File: src/rtl/cdc_gray_pkg.sv
// Shared helpers for the gray-pointer CDC FIFO halves: pointer code conversion and
// the isolation state type used by the destination array.
package cdc_gray_pkg;

   // Widest pointer the conversion helpers handle; callers size-cast the result.
   localparam int unsigned PtrMaxW = 32;

   typedef enum logic [1:0] {
      RUN      = 2'd0,
      DRAIN    = 2'd1,
      ISOLATED = 2'd2
   } iso_state_e;

   // Binary to gray over the low 'width' bits; bits above 'width' are returned as 0.
   function automatic logic [PtrMaxW-1:0] bin2gray(input logic [PtrMaxW-1:0] bin,
                                                  input int unsigned     width);
      logic [PtrMaxW-1:0] mask;
      logic [PtrMaxW-1:0] b;
      mask = '1;
      mask = mask >> (PtrMaxW - width);
      b    = bin & mask;
      return b ^ (b >> 1);
   endfunction

   // Gray to binary over the low 'width' bits. A prefix XOR from the MSB down is
   // width-independent once the unused upper bits are forced to zero.
   function automatic logic [PtrMaxW-1:0] gray2bin(input logic [PtrMaxW-1:0] gray,
                                                  input int unsigned     width);
      logic [PtrMaxW-1:0] mask;
      logic [PtrMaxW-1:0] b;
      mask = '1;
      mask = mask >> (PtrMaxW - width);
      b    = gray & mask;
      for (int unsigned s = 1; s < PtrMaxW; s = s << 1) begin
         b = b ^ (b >> s);
      end
      return b;
   endfunction

endpackage

File: src/rtl/cdc_gray_dst_chan.sv
// One destination-side channel of a gray-pointer CDC FIFO: write pointer
// synchronizer, read pointer, fill level, sticky pointer error and an optional
// one-entry output register.
module cdc_gray_dst_chan
   import cdc_gray_pkg::*;
#(
   parameter int unsigned DataWidth  = 64,
   parameter int unsigned LogDepth   = 2,
   parameter int unsigned SyncStages = 2,
   parameter int unsigned OutReg     = 1
) (
   input  logic                                 clk_i,
   input  logic                                 rst_i,
   input  logic [(2**LogDepth)*DataWidth-1:0]   async_data_i,
   input  logic [LogDepth:0]                    async_wptr_i,
   output logic [LogDepth:0]                    async_rptr_o,
   output logic [DataWidth-1:0]                 data_o,
   output logic                                 valid_o,
   input  logic                                 ready_i,
   output logic [LogDepth:0]                    level_o,
   // Blocks any new delivery; an already presented valid is still held to completion.
   input  logic                                 gate_i,
   output logic                                 idle_o,
   output logic                                 ovf_err_o
);

   localparam int unsigned Depth = 2**LogDepth;
   localparam int unsigned PtrW  = LogDepth + 1;

   logic [PtrW-1:0]      sync_q [SyncStages];
   logic [PtrW-1:0]      wptr_s;
   logic [PtrW-1:0]      rptr_q;
   logic [PtrW-1:0]      rptr_inc;
   logic [PtrW-1:0]      rptr_gray_q;
   logic [PtrW-1:0]      level;
   logic                 empty;
   logic                 pop;
   logic                 ovf_q;
   logic [DataWidth-1:0] rd_data;

   // Multi-flop synchronizer on the incoming gray write pointer.
   always_ff @(posedge clk_i) begin
      if (rst_i) begin
         for (int unsigned i = 0; i < SyncStages; i++) begin
            sync_q[i] <= '0;
         end
      end else begin
         sync_q[0] <= async_wptr_i;
         for (int unsigned i = 1; i < SyncStages; i++) begin
            sync_q[i] <= sync_q[i-1];
         end
      end
   end

   // Synchronized write pointer back to binary, fill level and the storage read port.
   always_comb begin
      wptr_s   = PtrW'(gray2bin(PtrMaxW'(sync_q[SyncStages-1]), PtrW));
      level    = wptr_s - rptr_q;
      empty    = (level == '0);
      rptr_inc = rptr_q + PtrW'(1);
      rd_data  = async_data_i[rptr_q[LogDepth-1:0]*DataWidth +: DataWidth];
   end

   // Read pointer, binary for local use and registered gray for the source side.
   always_ff @(posedge clk_i) begin
      if (rst_i) begin
         rptr_q      <= '0;
         rptr_gray_q <= '0;
      end else if (pop) begin
         rptr_q      <= rptr_inc;
         rptr_gray_q <= PtrW'(bin2gray(PtrMaxW'(rptr_inc), PtrW));
      end
   end

   // A level beyond the depth can only come from a corrupted pointer; remember it.
   always_ff @(posedge clk_i) begin
      if (rst_i) begin
         ovf_q <= 1'b0;
      end else if (level > PtrW'(Depth)) begin
         ovf_q <= 1'b1;
      end
   end

   if (OutReg != 0) begin : g_outreg
      logic                 out_valid_q;
      logic [DataWidth-1:0] out_data_q;
      logic                 load;

      // Refill the stage whenever it is empty or being emptied this cycle.
      always_comb begin
         load = (!out_valid_q || ready_i) && !empty && !gate_i;
         pop  = load;
      end

      // Output stage: a load wins over a plain handshake so throughput stays 1/cycle.
      always_ff @(posedge clk_i) begin
         if (rst_i) begin
            out_valid_q <= 1'b0;
            out_data_q  <= '0;
         end else if (load) begin
            out_valid_q <= 1'b1;
            out_data_q  <= rd_data;
         end else if (ready_i) begin
            out_valid_q <= 1'b0;
         end
      end

      assign valid_o = out_valid_q;
      assign data_o  = out_data_q;
   end else begin : g_fallthrough
      logic pend_q;
      logic valid;

      // A presented-but-unaccepted entry stays valid even once gating starts.
      always_comb begin
         valid = !empty && (!gate_i || pend_q);
         pop   = valid && ready_i;
      end

      // Tracks a valid that is still waiting for its handshake.
      always_ff @(posedge clk_i) begin
         if (rst_i) begin
            pend_q <= 1'b0;
         end else begin
            pend_q <= valid && !ready_i;
         end
      end

      assign valid_o = valid;
      assign data_o  = rd_data;
   end

   assign async_rptr_o = rptr_gray_q;
   assign level_o      = level;
   assign idle_o       = !valid_o;
   assign ovf_err_o    = ovf_q;

endmodule

File: src/rtl/cdc_gray_dst_array.sv
// Destination half of a multi-channel gray-pointer CDC FIFO array. Channels are
// independent apart from a shared drain-and-isolate controller that lets the far
// clock domain be gated once every channel has quiesced.
module cdc_gray_dst_array
   import cdc_gray_pkg::*;
#(
   parameter int unsigned NumChan    = 5,
   parameter int unsigned DataWidth  = 64,
   parameter int unsigned LogDepth   = 2,
   parameter int unsigned SyncStages = 2,
   parameter int unsigned OutReg     = 1
) (
   input  logic                                         dst_clk_i,
   input  logic                                         dst_rst_i,
   input  logic [NumChan*(2**LogDepth)*DataWidth-1:0]   async_data_i,
   input  logic [NumChan*(LogDepth+1)-1:0]              async_wptr_i,
   output logic [NumChan*(LogDepth+1)-1:0]              async_rptr_o,
   output logic [NumChan*DataWidth-1:0]                 dst_data_o,
   output logic [NumChan-1:0]                           dst_valid_o,
   input  logic [NumChan-1:0]                           dst_ready_i,
   output logic [NumChan*(LogDepth+1)-1:0]              level_o,
   input  logic                                         isolate_i,
   output logic                                         isolated_o,
   output logic [NumChan-1:0]                           ovf_err_o
);

   localparam int unsigned PtrW     = LogDepth + 1;
   localparam int unsigned ChanBits = (2**LogDepth) * DataWidth;

   iso_state_e         state_q;
   logic [NumChan-1:0] gate_q;
   logic [NumChan-1:0] idle;
   logic               isolated_q;
   logic               stop;

   // Outside RUN no channel may start a new delivery.
   assign stop = (state_q != RUN);

   for (genvar c = 0; c < NumChan; c++) begin : g_chan
      cdc_gray_dst_chan #(
         .DataWidth  (DataWidth),
         .LogDepth   (LogDepth),
         .SyncStages (SyncStages),
         .OutReg     (OutReg)
      ) u_chan (
         .clk_i        (dst_clk_i),
         .rst_i        (dst_rst_i),
         .async_data_i (async_data_i[c*ChanBits +: ChanBits]),
         .async_wptr_i (async_wptr_i[c*PtrW +: PtrW]),
         .async_rptr_o (async_rptr_o[c*PtrW +: PtrW]),
         .data_o       (dst_data_o[c*DataWidth +: DataWidth]),
         .valid_o      (dst_valid_o[c]),
         .ready_i      (dst_ready_i[c]),
         .level_o      (level_o[c*PtrW +: PtrW]),
         .gate_i       (stop),
         .idle_o       (idle[c]),
         .ovf_err_o    (ovf_err_o[c])
      );
   end

   // Isolation controller: in DRAIN a channel's gate latches once it has nothing
   // presented or its pending beat is accepted; all gates latched means quiesced.
   always_ff @(posedge dst_clk_i) begin
      if (dst_rst_i) begin
         state_q    <= RUN;
         gate_q     <= '0;
         isolated_q <= 1'b0;
      end else begin
         unique case (state_q)
            RUN: begin
               gate_q     <= '0;
               isolated_q <= 1'b0;
               if (isolate_i) begin
                  state_q <= DRAIN;
               end
            end
            DRAIN: begin
               if (!isolate_i) begin
                  state_q <= RUN;
                  gate_q  <= '0;
               end else if (&gate_q) begin
                  state_q    <= ISOLATED;
                  isolated_q <= 1'b1;
               end else begin
                  gate_q <= gate_q | idle | dst_ready_i;
               end
            end
            ISOLATED: begin
               if (!isolate_i) begin
                  state_q    <= RUN;
                  gate_q     <= '0;
                  isolated_q <= 1'b0;
               end
            end
            default: begin
               state_q    <= RUN;
               gate_q     <= '0;
               isolated_q <= 1'b0;
            end
         endcase
      end
   end

   assign isolated_o = isolated_q;

endmodule

File: config.mk
export PLATFORM = sky130hd
export DESIGN_NAME = cdc_gray_dst_array
export DESIGN_NICKNAME = d
export VERILOG_FILES = /design/src/rtl/cdc_gray_pkg.sv /design/src/rtl/cdc_gray_dst_chan.sv /design/src/rtl/cdc_gray_dst_array.sv
export SDC_FILE = /design/constraint.sdc
export NUM_CORES = 1
export LEC_CHECK = 0
export ABC_AREA = 1
export BUFFER_PORTS_ARGS = -buffer_cell sky130_fd_sc_hd__buf_2
export CAP_MARGIN = 15
export CORE_AREA = 2 2 657 659
export DETAILED_ROUTE_END_ITERATION = 16
export DIE_AREA = 0 0 659 661
export GPL_TIMING_DRIVEN = 0
export HOLD_SLACK_MARGIN = 0.08
export PLACE_DENSITY = 0.35
export SLEW_MARGIN = 0
export SYNTH_ARGS = -nofsm -noshare
export SYNTH_HDL_FRONTEND = slang
export SYNTH_HIERARCHICAL = 1
export SYNTH_SLANG_ARGS = --single-unit
export TNS_END_PERCENT = 10
File: constraint.sdc
create_clock -name dst_clk_i -period 2.8 [get_ports dst_clk_i]
set_clock_uncertainty 0.2 [all_clocks]
set_input_delay 0.42 -clock dst_clk_i [delete_from_list [all_inputs] [get_ports dst_clk_i]]
set_output_delay 0.42 -clock dst_clk_i [all_outputs]
set_load 0.05 [all_outputs]
==> results.toml <==
[sta]
slew_headroom_pct = 30.2
worst_slew_pin_slew_ps = 1050
hold_viol_final = 0
setup_ws_ps = -297
timing.final.crit_share_pct = 111
max_freq_ghz = 0.323
maxSlewViolCount = 0
rsz0062_at_grt = "true"
setup_viol = 17
fin_crit_ps = 3100

[power]
p_per_area_nw_per_um2 = 1220
peakVddDrop_mv = 0.534
total_power_mw = 73.4
leakage_nw = 33.7

[logic_synthesis]
synthCells = 6253
synth_top_cell_by_area = "dfxtp_1"
ys_seq_elements = 393
avgSynthCellArea_sq_um = 5.26
yosysTopAreaCellShare_pct = 23.9
syn-num-nets = 7571
yosys_warnings = 6
netlist_area_sq_um = 32900
ys_seq_area_share_pct = 23.9
synth_area_leaders = "dfxtp_1 (24%), nand2_1 (23%), inv_1 (19%)"
ys_types = 29

[grt]
grt_pass1_vias = 47311
grt_usage_pct = 13.8
use_met1_pct = 15.8
grt_max_degree = 20
grt-busiest-layer = "met2"
antenna_found_initial = 104
grt_overflow = 0
grt_util_met2_pct = 25.0
grt_pass1_wl_microns = 409000
met3_usage_pct = 3.32

[clocking]
clockBufferDepth = 3
clock_latency_ps = 750
cts_tree = "done"
root_buffer = "clkbuf_16"
cts_buffers = 61
clkTransAtPathRegs_ps = 60
h-tree-depth = 2
cts_sinks = 393

[drt]
wl_per_cell_microns = 21.5
drt-pass1-iter-count = 6
drtIter0Drc = 2534
antenna_left = 0
post-route-drc-count = 0
dr_total_vias = 47558
viasPerCell = 3.24
wirelength_microns = 315000

[worst_setup_path]
r2r_start = "g_chan[0].u_chan/sync_q[0][5]"
start_kind = "flop"
crit_buf_inv = 3
worst_r2r_path_depth = 13
cp.depth = 9
crit_path_end_kind = "output pin"
worstPathMaxFanout = 3
crit_family = "adder cells"
cp.arrival_ps = 2480
timing.rr.end = "g_chan[0].u_chan/data_o[2]"
ff2ff_setup_slack_ps = -80
crit_path_end = "level_o[14]"
slowest_stage = "fa_2"
crit_start = "g_chan[4].u_chan/sync_q[0][4]"
worstPathRequired_ps = 2180
setup.worst_path.class = "flop to output pin"
worstPathCellList = "xor2_2 -> xnor2_1 -> ha_2 -> inv_2 -> fa_2 -> inv_2 -> nand2_4 -> nand2_4 -> buf_8"
cp_slowest_stage_delay_ps = 370

[finish]
seq_area_sq_um = 7890
finish.utilization_pct = 14.0
final_cell_area_sq_um = 60100
final_cells = 14658
drive_gt1_share_pct = 25.3
final_common_cell = "nand2_1"
layout_common_cells = "nand2_1 (1971), buf_2 (1811), inv_1 (1609), nand3_1 (912), dlygate4sd3_1 (829)"
area_growth_pct = 82.6
layout.nets = 10146
multi_input_comb_area_sq_um = 17000
fillers = 51143

[placement]
gp_congestion = 0.935
placed_area_sq_um = 48400
dp_hpwl_microns = 276000
place.port_buffers = 1663
dp_cells = 13629
place_ws_ps = -1460

[die]
die_w_microns = 659
start_util_pct = 7.67
die_area_sq_um = 436000
die_h_microns = 661
core_area_sq_um = 429000
rows = 241
ios = 1664

[flow_run]
maxCapViolCount = 0

[run_status]
status = "finished with violations"
violations = "negative setup slack"

[min_path]
hold_path_class = "input port to flop"
[cell type report]
| type | instances | area share (%) |
|---|---|---|
| well taps | 5710 | 11.9 |
| plain buffers | 407 | 4.08 |
| repair buffers | 2514 | 28.3 |
| flip-flops and latches | 393 | 13.1 |
| clock buffers | 74 | 2.76 |
| multi-input cells | 3815 | 28.3 |
| diodes | 68 | 0.283 |
| inverters | 1636 | 10.2 |
| clock inverters | 41 | 0.990 |
[metrics by stage]
step / hold slack [ps] / TNS [ps]
finish: 139 / -2310
detailed placement: 193 / -109640
global placement: 191 / -373990
global route: 124 / -5940
floorplan: 188 / -639
CTS: 80.3 / -3210
[flip-flops by register name, indices dropped and copies added, names as in the netlist]
signal,count
g_chan.u_chan/rptr_q,15
gate_q,5
g_chan.u_chan/data_o,320
state_q,2
isolated_o,1
g_chan.u_chan/sync_q,30
g_chan.u_chan/ovf_err_o,5
g_chan.u_chan/valid_o,5
g_chan.u_chan/async_rptr_o,10
[power by group]
part / total, mW / internal, mW / switching, mW
Clock: 8.89 / 5.35 / 3.55
Combinational: 54.6 / 15.8 / 38.8
Sequential: 9.85 / 8.19 / 1.66
[tightest hold or removal path, cell delays in order]
cell,delay [ps]
buf_2,80
inv_1,30
nand2_1,50
nand3_1,70
nand2_1,60
inv_1,100
nand3_1,110
nand2_1,50
nor2_1,70
[cells by family after synthesis]
logic type / after synthesis / share of synthesized area (%)
simple gates: 3417 / 43.8
buf+inv: 2045 / 25.5
flops: 393 / 23.9
compound gates: 368 / 5.69
xor+xnor: 15 / 0.399
fa+ha+maj: 15 / 0.685
[repair_timing]
item | CTS | global route
hold buffers | 829 | 0
setup endpoints to repair | 364 | 232
gates resized for setup | 153 | 113
setup buffers | 12 | 7
pin swaps | 16 | 14
endpoints found under the hold margin | 270 | 0
[cells in the mapped netlist]
cell	number
nand2_1	1995
inv_1	1622
nand3_1	932
dfxtp_1	393
nor2_1	391
a21oi_1	362
buf_2	203
clkbuf_1	93
nand3b_1	64
buf_4	54
buf_6	32
buf_1	27
ha_1	10
nand2_2	10
xor2_1	10
inv_2	9
nand3_2	6
or2_2	6
a21oi_2	5
clkinv_1	5
fa_1	5
nand2_4	5
xnor2_1	5
nand3_4	4
nand4_1	1
nor2_2	1
nor2_4	1
nor3_2	1
o21ai_4	1
[how the worst min path moves through the flow]
stage | start | end | slack, ps | cells past startpoint
after CTS | async_data_i[160] | g_chan[0].u_chan/data_o[32] | 80 | 8
after global placement | g_chan[3].u_chan/sync_q[0][0] | g_chan[3].u_chan/sync_q[0][3] | 190 | 2
final | async_data_i[1242] | g_chan[4].u_chan/data_o[26] | 140 | 9
after floorplan | g_chan[0].u_chan/sync_q[0][0] | g_chan[0].u_chan/sync_q[0][3] | 190 | 2
after detailed placement | g_chan[3].u_chan/sync_q[0][1] | g_chan[3].u_chan/sync_q[0][4] | 190 | 2
after global routing | async_data_i[508] | g_chan[1].u_chan/data_o[60] | 120 | 9
[routing by layer]
| metal | vias to the layer above | part of all wire [%] |
|---|---|---|
| li1 | 23518 | - |
| met1 | 22098 | 40 |
| met2 | 1568 | 50 |
| met3 | 342 | 6.3 |
| met4 | 32 | 3.6 |
| met5 | - | 0.060 |
(Power assumes the default switching activity.)
